===== config.mk =====
export PLATFORM = sky130hd
export DESIGN_NAME = wb_unit
export DESIGN_NICKNAME = d
export VERILOG_FILES = /design/src/rtl/wb_unit.sv
export SDC_FILE = /design/constraint.sdc
export NUM_CORES = 1
export LEC_CHECK = 0
export CELL_PAD_IN_SITES_DETAIL_PLACEMENT = 1
export CELL_PAD_IN_SITES_GLOBAL_PLACEMENT = 1
export CORE_ASPECT_RATIO = 0.8
export CORE_UTILIZATION = 39
export DETAILED_ROUTE_END_ITERATION = 6
export GPL_ROUTABILITY_DRIVEN = 0
export HOLD_SLACK_MARGIN = 0.15
export PLACE_DENSITY = 0.83
export RECOVER_POWER = 100
export SYNTH_ARGS = -nofsm -noshare
export SYNTH_HDL_FRONTEND = slang
export SYNTH_SLANG_ARGS = --single-unit

===== constraint.sdc =====
create_clock -name clk -period 3.3 [get_ports clk]
set_input_delay 0.66 -clock clk [delete_from_list [all_inputs] [get_ports clk]]
set_output_delay 0.66 -clock clk [all_outputs]
set_load 0.05 [all_outputs]

===== src/rtl/wb_unit.sv =====
// wb_unit: register-file writeback unit.
// This block is the only writer of the register-file write port. It merges
// single-cycle ALU results with in-order load responses from the data-memory
// bus. It extracts bytes and halfwords from load words and sign- or
// zero-extends them. It also publishes which registers still wait on a queued
// load, so that decode can stall on RAW hazards.
//
// Ports:
//   clk, reset            clock; synchronous active-low reset
//   alu_valid/ready       ALU result handshake (alu_dest, alu_result)
//   ld_issue_valid/ready  load-issue handshake (ld_dest, ld_type, ld_byte_off)
//   mem_readdatavalid     load response strobe, cannot be stalled (mem_readdata)
//   rf_write/_addr/rf_data  registered register-file write port
//   busy_mask             bit i set while a queued load targets register i
//   resp_err              sticky: a response arrived with no load queued
//   idle                  nothing queued, nothing held, no write this cycle
module wb_unit #(
    parameter int LQ_DEPTH = 4
) (
    input  logic        clk,
    input  logic        reset,
    input  logic        alu_valid,
    output logic        alu_ready,
    input  logic [4:0]  alu_dest,
    input  logic [31:0] alu_result,
    input  logic        ld_issue_valid,
    output logic        ld_issue_ready,
    input  logic [4:0]  ld_dest,
    input  logic [2:0]  ld_type,
    input  logic [1:0]  ld_byte_off,
    input  logic        mem_readdatavalid,
    input  logic [31:0] mem_readdata,
    output logic        rf_write,
    output logic [4:0]  rf_write_addr,
    output logic [31:0] rf_data,
    output logic [31:0] busy_mask,
    output logic        resp_err,
    output logic        idle
);

    localparam int PTR_W = $clog2(LQ_DEPTH);
    localparam int CNT_W = PTR_W + 1;
    localparam logic [CNT_W-1:0] DEPTH_C = CNT_W'(LQ_DEPTH);

    typedef enum logic {ST_EMPTY, ST_HOLD} state_t;

    logic [4:0]       q_dest [LQ_DEPTH];
    logic [2:0]       q_type [LQ_DEPTH];
    logic [1:0]       q_off  [LQ_DEPTH];
    logic [PTR_W-1:0] wr_ptr, rd_ptr;
    logic [CNT_W-1:0] count;

    state_t      state, state_nxt;
    logic [4:0]  hold_dest;
    logic [31:0] hold_data;
    logic        hold_capture;

    logic        push, pop, alu_acc;
    logic [7:0]  lane8;
    logic [15:0] half16;
    logic [31:0] ld_data;
    logic        sel_valid;
    logic [4:0]  sel_addr;
    logic [31:0] sel_data;
    logic [31:0] busy_raw;
    logic [PTR_W-1:0] busy_idx;

    // A full queue refuses issues even if a response frees a slot this cycle.
    assign ld_issue_ready = (count < DEPTH_C);
    assign push           = ld_issue_valid && ld_issue_ready;
    assign pop            = mem_readdatavalid && (count != '0);
    assign alu_acc        = alu_valid && alu_ready;

    always_ff @(posedge clk) begin
        if (push) begin
            q_dest[wr_ptr] <= ld_dest;
            q_type[wr_ptr] <= ld_type;
            q_off[wr_ptr]  <= ld_byte_off;
        end
    end

    always_ff @(posedge clk) begin
        if (!reset) begin
            wr_ptr <= '0;
            rd_ptr <= '0;
            count  <= '0;
        end else begin
            if (push) wr_ptr <= wr_ptr + 1'b1;
            if (pop)  rd_ptr <= rd_ptr + 1'b1;
            case ({push, pop})
                2'b10:   count <= count + 1'b1;
                2'b01:   count <= count - 1'b1;
                default: count <= count;
            endcase
        end
    end

    // Lane and halfword selection for the entry at the head of the queue.
    always_comb begin
        case (q_off[rd_ptr])
            2'd0:    lane8 = mem_readdata[7:0];
            2'd1:    lane8 = mem_readdata[15:8];
            2'd2:    lane8 = mem_readdata[23:16];
            default: lane8 = mem_readdata[31:24];
        endcase
        half16 = q_off[rd_ptr][1] ? mem_readdata[31:16] : mem_readdata[15:0];
        case (q_type[rd_ptr])
            3'd0:    ld_data = {{24{lane8[7]}}, lane8};
            3'd1:    ld_data = {24'h0, lane8};
            3'd2:    ld_data = {{16{half16[15]}}, half16};
            3'd3:    ld_data = {16'h0, half16};
            default: ld_data = mem_readdata;
        endcase
    end

    // Holding register FSM: state register.
    always_ff @(posedge clk) begin
        if (!reset) state <= ST_EMPTY;
        else        state <= state_nxt;
    end

    // Holding register FSM: next state. A load response always wins the write
    // port, so an ALU result that collides with one is parked until a cycle
    // without a response.
    always_comb begin
        state_nxt = state;
        case (state)
            ST_EMPTY: if (alu_valid && pop) state_nxt = ST_HOLD;
            ST_HOLD:  if (!pop)             state_nxt = ST_EMPTY;
            default:  state_nxt = ST_EMPTY;
        endcase
    end

    // Holding register FSM: outputs.
    always_comb begin
        alu_ready    = (state == ST_EMPTY);
        hold_capture = (state == ST_EMPTY) && alu_valid && pop;
    end

    always_ff @(posedge clk) begin
        if (!reset) begin
            hold_dest <= '0;
            hold_data <= '0;
        end else if (hold_capture) begin
            hold_dest <= alu_dest;
            hold_data <= alu_result;
        end
    end

    // Write source priority: load response, then held ALU, then fresh ALU.
    always_comb begin
        sel_valid = 1'b0;
        sel_addr  = alu_dest;
        sel_data  = alu_result;
        if (pop) begin
            sel_valid = 1'b1;
            sel_addr  = q_dest[rd_ptr];
            sel_data  = ld_data;
        end else if (state == ST_HOLD) begin
            sel_valid = 1'b1;
            sel_addr  = hold_dest;
            sel_data  = hold_data;
        end else if (alu_acc) begin
            sel_valid = 1'b1;
        end
    end

    // Writes to $zero are consumed but never reach the register file.
    always_ff @(posedge clk) begin
        if (!reset) begin
            rf_write      <= 1'b0;
            rf_write_addr <= '0;
            rf_data       <= '0;
        end else begin
            rf_write <= sel_valid && (sel_addr != 5'd0);
            if (sel_valid && (sel_addr != 5'd0)) begin
                rf_write_addr <= sel_addr;
                rf_data       <= sel_data;
            end
        end
    end

    always_ff @(posedge clk) begin
        if (!reset)                                 resp_err <= 1'b0;
        else if (mem_readdatavalid && count == '0)  resp_err <= 1'b1;
    end

    // Walk the occupied slots from the head; the slot offset from rd_ptr is
    // compared with count so that stale entries never contribute.
    always_comb begin
        busy_raw = '0;
        busy_idx = '0;
        for (int i = 0; i < LQ_DEPTH; i++) begin
            busy_idx = rd_ptr + PTR_W'(i);
            if (CNT_W'(i) < count) busy_raw[q_dest[busy_idx]] = 1'b1;
        end
    end

    assign busy_mask = busy_raw & ~32'h1;
    assign idle      = (count == '0) && (state == ST_EMPTY) && !rf_write;

endmodule


# Word level (Yosys, flattened, before mapping)
# Memory sizes are Yosys's and may differ from the RTL's. A register that Yosys moved wholly into a read port is not among the register bits.
# Cells that the tools add are included.
# op_classes
bitwise	4
eq_ne	7
mux	34
add_sub_neg	6
n_lt_le_gt_ge	13
reduce_logical	20
# ops
operator	count
$mux 32	6
$pmux 32 s4	1
$or 32x32->32	3
$lt 5x6->1 const B	4
$pmux 8 s3	1
$demux 1 s5	4
$ge 5x1->1 const B	4
$mux 16	1
$logic_and 1x1->1	13
$mux 2	6
$mux 1	11
$mux 5	2
$eq 3x2->1 const B	2
$logic_not 3->1	2
$lt 1x3->1 const A	2
$lt 2x3->1 const A	2
$pmux 3 s2	1
$reduce_bool 5->1	1
$add 2x1->2 const B	2
$add 2x2->2 const B	2
$eq 2x1->1 const B	2
$eq 2x2->1 const B	2
$add 3x1->3 const B	1
$eq 3x1->1 const B	1
8 further kinds	8
# totals
memories	3
elab_cells	97
reg_bits	84
output_inout_bits	74
ramBits	40
# memory_table
memory	words	word_bits	rd	rd_clocked_by_memory_dff	write_ports	line	source
q_dest	4	5	4	1	1	47	logic [4:0] q_dest [LQ_DEPTH];
q_type	4	3	1	1	1	48	logic [2:0] q_type [LQ_DEPTH];
q_off	4	2	1	1	1	49	logic [1:0] q_off [LQ_DEPTH];

# Depth between registers and ports, before layout
# Gate-level depths: netlist of run 1.
# An unclocked memory read counts as a cell.
# depth
ltp_word	12
mapped_depth	11
mapped_depth_nobuf	9

# Least setup slack after synthesis of run 1
# No wires, ideal clock.
# synth_path
kind	flip-flop to output port
from	register rd_ptr[0]
to	output busy_mask[5]
stages_incl_launch_ff	7
n_path_buf	2
arrival_time_ns	2.831
slack_ns	-0.191
path_cell_list	dfxtp_1 > buf_2 > buf_1 > mux2_2 > mux2_2 > or3_1 > o221ai_1
# synth_via
elab_chain_len	12
word_cells_on_any_way	25
classes_between	add/sub (3); order compare (6); mux (9); bitwise (3); reduce/logical (3); memory (1)
# synth_rtl
item	line	source
from (decl)	50	logic [PTR_W-1:0] wr_ptr, rd_ptr;
from (signal assigned)	89	if (pop) rd_ptr <= rd_ptr + 1'b1;
$add 2x1->2	194	busy_idx = rd_ptr + PTR_W'(i);
$mem_v2 4x5 (*)	n/a	
$lt 5x6->1 (not written as such) / $ge 5x1->1 (equally long branches)	195	if (CNT_W'(i) < count) busy_raw[q_dest[busy_idx]] = 1'b1;
$logic_and 1x1->1 (not written as such)	195	
$mux 1 (not written as such)	195	
$demux 1 s5	195	
$or 32x32->32 (no source line)	n/a	
$mux 32	195	
$or 32x32->32 (no source line)	n/a	
$mux 32	195	
$or 32x32->32 (no source line)	n/a	
$mux 32 (*)	195	
to (decl)	36	output logic [31:0] busy_mask,
# Mark *: on every way between the ends. The rest lies on a longest branch, timed or not.

# Worst setup path in the final report of run 1
# layout_path
from	register rd_ptr[0]
to	output busy_mask[4]
# The elaborated chain is that of the path after synthesis.

==> flow_summary_export.csv, run 1 <==
group,metric,value,unit
placed_design,portBuffers,156,
synthesis,ys_seq_elements,126,
pwr,power_density,839,nW/um^2
die,die_w,154,microns
final_layout,most-common-layout-cells,"nand2_1, dfxtp_1, clkdlybuf4s50_1",
die,placementRows,44,
sta,maxSlewViolCount,41,
detailed_routing,drc_errors,0,
synthesis,yosys_most_used_dff,"dfxtp_1",
grt,grt_pass1_vias,7374,
clock_tree,cts.sinks,126,
synthesis,ys_seq_area_share,40.3,%
clock_tree,clkLatencyLatePin,0.43,ns
die,die_area,19100,sq um
synthesis,synthCells,779,
critical_path,critPathBufInv,2,
grt,gr-total-overflow,0,
placed_design,dp_hpwl,19.9,mm
grt,grt_usage,29.6,%
critical_path,critPathRequiredTime,2.64,ns
grt,grtUsageMet2,46.2,%
die,ioPinCount,158,
pwr,intPower,4780,uW
grt,grt_max_degree,41,
detailed_routing,drtPass1Iterations,5,
synthesis,synthesis.nets,872,
worst_hold_path,hold_path.class,"reg -> reg",
pwr,netSwitchingFraction,45.4,%
sta,fin_tns_setup,-0.0746,ns
detailed_routing,drt_iter0_drc,671,
clock_tree,cts_buffers,17,
critical_path,crit_slowest_cell,"mux2_1",
clock_tree,cts.htree.levels,4,
detailed_routing,drt_wl_total,29.6,mm
synthesis,syn-cell-area,7250,sq um
die,fp.dieH,124,microns
final_layout,nets,1043,
sta,fin_crit_sh,101,%
critical_path,critPathLaunchType,"register",
clock_tree,clkTransAtPathRegs,0.07,ns
sta,relSlewSlack,-28.4,%
grt,grtUsageMet1,39.4,%
final_layout,drive_above_1_share,20.4,%
critical_path,cpPeakStageDelay,0.42,ns
placed_design,dpl_worst_slack,0.107,ns
critical_path,critPathKind,"reg -> out",
pwr,clock_power_share,22.9,%
detailed_routing,ant_nets,0,
final_layout,final_common_cell,"nand2_1",
critical_path,end_kind,"output pin",
flow_run,max-cap-violations,1,
clock_tree,cts_tree,"built",
detailed_routing,vias_per_cell,6.24,
clock_tree,root_buffer,"clkbuf_16",
sta,fin_worst_skew,0.0145,ns
sta,min_period,3.34,ns
detailed_routing,num_vias,7453,
synthesis,synth-edff-count,40,
die,core,18200,sq um
pwr,leakage,0.00383,uW
pwr,ir_worst_vdd,0.000477,V
sta,worstMarginPinSlew,1.93,ns
die,initial_utilization,39.9,%
sta,fin_ws,-0.0433,ns
synthesis,ys_async_sr_fraction,0,%
status,status,"finished, violations left",
synthesis,ys_warn_count,0,
critical_path,arrival,2.68,ns
pwr,p_sw,3980,uW
critical_path,path_cells,"buf_8, mux2_1, mux2i_2, and2_1, nand2_1, o21ai_0, a211o_1, buf_12",
critical_path,crit_fanout,8,
status,violations,"max-capacitance violations, max-slew violations, negative setup slack",
sta,final-hold-violation-count,0,
synthesis,syn_area_per_cell,9.31,sq um
sta,setup_viol,2,
grt,met3_usage,7.86,%
sta,fmax,0.299,GHz
sta,rsz0062_at_grt,"yes",
final_layout,areaGrowthSynthToFinish,44.0,%
pwr,pwr-share-seq,24.8,%
pwr,power_frac_comb,52.3,%
grt,busiest_layer,"met2",
grt,grt_pass1_wl,42.6,mm
detailed_routing,avgRoutedWirePerCell,24.8,microns
critical_path,cp_top_family,"multiplexers",
clock_tree,clock_path_buffers,2,
synthesis,synth.distinct_cells,61,
grt,antenna_found_initial,2,
[registers in the layout, summed over array words and instances (netlist names), named ones only]
register / count
count: 3
hold_data: 32
hold_dest: 5
q_dest: 20
q_off: 8
q_type: 12
rd_ptr: 2
resp_err: 1
rf_data: 32
rf_write: 1
rf_write_addr: 5
state: 1
wr_ptr: 2
[final cells by class]
class | instances | area, sq um
diodes | 2 | 5.00
inverters | 31 | 120
multi-input cells | 575 | 4330
repair buffers | 199 | 2150
clock inverters | 14 | 198
fillers | 1976 | 7720
well taps | 230 | 288
clock buffers | 18 | 429
flip-flops and latches | 126 | 2930
[cell usage after synthesis, drive strengths merged, types with 6 or more instances]
library cell,count,area [sq um]
dfxtp,86,1720
a211oi,16,120
nor3,11,55.1
nor2b,11,68.8
or3,8,50.1
buf,14,80.1
a32o,9,90.1
nand2,126,473
clkbuf,34,129
ha,9,113
o22ai,11,68.8
a21oi,24,120
inv,31,119
and2,31,194
a22o,6,52.6
nand3,7,35.0
a21boi,41,308
o32ai,16,140
mux2i,32,320
and3,6,37.5
nand2b,6,37.5
mux4,15,345
nor2,42,158
edfxtp,40,1200
a211o,14,123
a221o,8,80.1
o21ai,23,115
mux2,21,236
a22oi,23,173
o221ai,17,149
[timing repair]
action | 4_1_cts | 5_1_grt
setup endpoints to repair | 31 | 39
setup buffers | 4 | 10
cloned | 0 | 1
hold buffers | 0 | 0
pin swaps | 2 | 5
gates resized for setup | 22 | 47
[tightest hold or removal path: stages (launching register included)]
cell and delay [ns]:
dfxtp_1 0.31, inv_1 0.05, o32ai_1 0.05
[cells by family (layout without fill, tap and decap cells)]
logic type	after synthesis	in the layout	share of synthesized area, %
compound gates	225	225	23.4
xor+xnor	5	5	0.604
fa+ha+maj	9	9	1.55
buf+inv	79	262	4.52
flops	126	126	40.3
mux	68	69	12.4
other cells	1	3	0.0517
simple gates	266	266	17.1
[worst paths after layout]
path / from / endpoint / slack, ns / depth (start not counted)
setup / recovery: rd_ptr[0] / busy_mask[4] / -0.04 / 8
hold / removal: rf_data[22] / rf_data[22] / 0.46 / 2
setup reg to reg: register / rf_data[25] / 0.14 / 7
hold reg to reg: rf_data[22] / rf_data[22] / 0.46 / 2
[power groups by stage]
stage	Combinational, uW	Clock, uW	Sequential [uW]
5_1_grt	4780	2120	2200
3_5_place_dp	4220	0	2170
3_3_place_gp	4120	0	2160
6_report	4580	2010	2170
4_1_cts	4330	2020	2150
2_1_floorplan	2200	0	2640
[layer usage]
metal,vias up,wire (microns)
li1,3264,-
met1,3697,12800
met2,417,13600
met3,75,2410
met4,0,826
met5,-,0
[through the flow]
step / instance area, sq um / util [%] / hold WS, ns / power, uW / std cells
3_3_place_gp: 9470 / 52.1 / 0.441 / 6270 / 1146
3_5_place_dp: 9470 / 52.1 / 0.449 / 6390 / 1146
4_1_cts: 10200 / 56.2 / 0.458 / 8510 / 1182
2_1_floorplan: 7320 / - / 0.439 / 4850 / 779
6_report: 10400 / 57.5 / 0.455 / 8760 / 1195
5_1_grt: 10400 / 57.5 / 0.473 / 9100 / 1195
Power figures use the tool's default switching activity.
==> run 2: changes to the inputs <==
--- a/config.mk
+++ b/config.mk
@@ -13,7 +13,6 @@
 export GPL_ROUTABILITY_DRIVEN = 0
 export HOLD_SLACK_MARGIN = 0.15
 export PLACE_DENSITY = 0.83
-export RECOVER_POWER = 100
 export SYNTH_ARGS = -nofsm -noshare
 export SYNTH_HDL_FRONTEND = slang
 export SYNTH_SLANG_ARGS = --single-unit
==> run 2 against run 1 <==
Worst setup slack improved by 0.017 ns. Routed wire length fell by 0.24%. Critical endpoint is now busy_mask[23]. Fmax increased by 0.51%. The flow finishes with violations (negative setup slack). Die area did not move.
==> flow_summary_export.csv, run 2 (synthesis results as in run 1) <==
group,metric,value,unit
status,status,"finished, violations left",
status,violations,"negative setup slack",
sta,rsz0062_at_grt,"yes",
final_layout,most-common-layout-cells,"clkdlybuf4s50_1, nand2_1, dfxtp_1",
critical_path,arrival,2.67,ns
pwr,power_density,845,nW/um^2
pwr,leakage,0.00377,uW
final_layout,final_cells,1195,
sta,fmax,0.301,GHz
detailed_routing,num_vias,7437,
detailed_routing,drc_errors,0,
placed_design,dp_hpwl,19.9,mm
sta,fin_worst_skew,0.0132,ns
die,fp.dieH,124,microns
detailed_routing,drt_wl_total,29.5,mm
detailed_routing,vias_per_cell,6.22,
placed_design,portBuffers,156,
flow_run,max-cap-violations,0,
clock_tree,cts.htree.levels,4,
grt,grt_usage,29.6,%
clock_tree,clock_path_buffers,2,
final_layout,drive_above_1_share,21.1,%
critical_path,cp_top_family,"compound AO/OA/AOI/OAI gates",
detailed_routing,drtPass1Iterations,5,
critical_path,critPathRequiredTime,2.64,ns
clock_tree,hold_buffers,0,
clock_tree,root_buffer,"clkbuf_16",
die,die_w,154,microns
sta,fin_ws,-0.0263,ns
sta,worstMarginPinSlew,1.00,ns
clock_tree,clkLatencyLatePin,0.43,ns
pwr,ir_worst_vdd,0.000489,V
final_layout,nets,1043,
die,die_area,19100,sq um
grt,grt_max_degree,41,
sta,final-hold-violation-count,0,
detailed_routing,ant_nets,0,
critical_path,crit_fanout,11,
clock_tree,clkTransAtPathRegs,0.07,ns
final_layout,biggestRegsByFlops,"hold_data: 32 flops, rf_data: 32 flops, q_dest: 20 flops",
placed_design,placed_cell_area,9470,sq um
final_layout,final_common_cell,"clkdlybuf4s50_1",
die,ioPinCount,158,
die,initial_utilization,39.9,%
grt,grt_pass1_vias,7374,
detailed_routing,avgRoutedWirePerCell,24.7,microns
clock_tree,cts.sinks,126,
final_layout,areaGrowthSynthToFinish,44.9,%
grt,grt_pass1_wl,42.6,mm
final_layout,final_cell_area,10500,sq um
placed_design,dp.cells,1146,
sta,min_period,3.33,ns
sta,fin_crit_sh,101,%
die,core,18200,sq um
critical_path,critPathLaunchType,"register",
final_layout,fillers,1969,
clock_tree,cts_tree,"built",
sta,maxSlewViolCount,0,
grt,gr-total-overflow,0,
worst_hold_path,hold_path.class,"reg -> reg",
critical_path,cpPeakStageDelay,0.61,ns
critical_path,end_kind,"output pin",
detailed_routing,drt_iter0_drc,672,
critical_path,critPathBufInv,1,
critical_path,crit_slowest_cell,"a21oi_1",
critical_path,critPathKind,"reg -> out",
die,placementRows,44,
grt,antenna_found_initial,2,
critical_path,path_cells,"a21oi_1, nor2b_1, and2_2, nand2_1, o21ai_0, a211o_1, buf_12",
clock_tree,cts_buffers,17,
sta,relSlewSlack,32.9,%
sta,setup_viol,5,
==> run 2: changes by cell type in the layout (fill, tap and decap cells not counted), moves of 2 or more <==
cell and delta:
and2_1 +9, dlygate4sd3_1 -53, clkbuf_4 -4, buf_4 +6, clkbuf_1 -3, mux2_2 +2, buf_12 +3, clkdlybuf4s50_1 +53
clkbuf_2 -2, and2_0 -9, mux2_1 -2
==> run 2: metrics by stage <==
stage / worst slack (ns) / setup TNS (ns) / power [uW] / util (%) / hold slack, ns
3_3_place_gp: 0.225 / 0 / 6270 / 52.1 / 0.441
6_report: -0.0263 / -0.0848 / 8880 / 57.8 / 0.459
5_1_grt: -0.0950 / -1.09 / 9210 / 57.8 / 0.475
3_5_place_dp: 0.107 / 0 / 6390 / 52.1 / 0.449
2_1_floorplan: -0.0172 / -0.0391 / 4850 / - / 0.439
4_1_cts: -0.0683 / -0.876 / 8510 / 56.2 / 0.458
==> run 2: path summary, 6_finish.rpt <==
path	endpoint	cells past startpoint	slack, ns	from
setup / recovery	busy_mask[23]	7	-0.03	count[2]
hold / removal	rf_data[22]	2	0.46	rf_data[22]
setup reg to reg	rf_data[25]	7	0.17	register
hold reg to reg	rf_data[22]	2	0.46	rf_data[22]
==> run 2: worst reg2reg max path, cell delays in order (launching register included) <==
cell,delay (ns)
dfxtp_2,0.43
buf_6,0.18
mux4_1,0.68
buf_4,0.20
or4_4,0.55
o31ai_4,0.17
nand2_1,0.53
o32ai_1,0.30
==> run 2: layer usage <==
metal	track usage [%]	up-vias	wire [microns]
li1	-	3256	-
met2	46.2	399	13500
met4	11.4	0	831
met5	0	-	0
met3	7.86	71	2460
met1	39.4	3711	12700
==> run 2: what timing repair did <==
item / 4_1_cts / 5_1_grt
cloned: 0 / 1
buffers inserted: 4 / 10
resized for setup: 22 / 47
endpoints found under the setup margin: 31 / 39
pin swaps: 2 / 5
==> run 2: report_power, final <==
part           internal [uW]  switching (uW)
registers               1920             263
logic                   1740            2940
clock network           1220             794
==> run 2: final cells by class <==
cell class / instances / area (sq um) / area share [%]
flip-flops and latches: 126 / 2930 / 27.9
multi-input cells: 575 / 4330 / 41.2
well taps: 230 / 288 / 2.74
diodes: 2 / 5.00 / 0.0476
inverters: 31 / 123 / 1.17
clock inverters: 14 / 198 / 1.88
clock buffers: 18 / 429 / 4.09
repair buffers: 199 / 2200 / 21.0
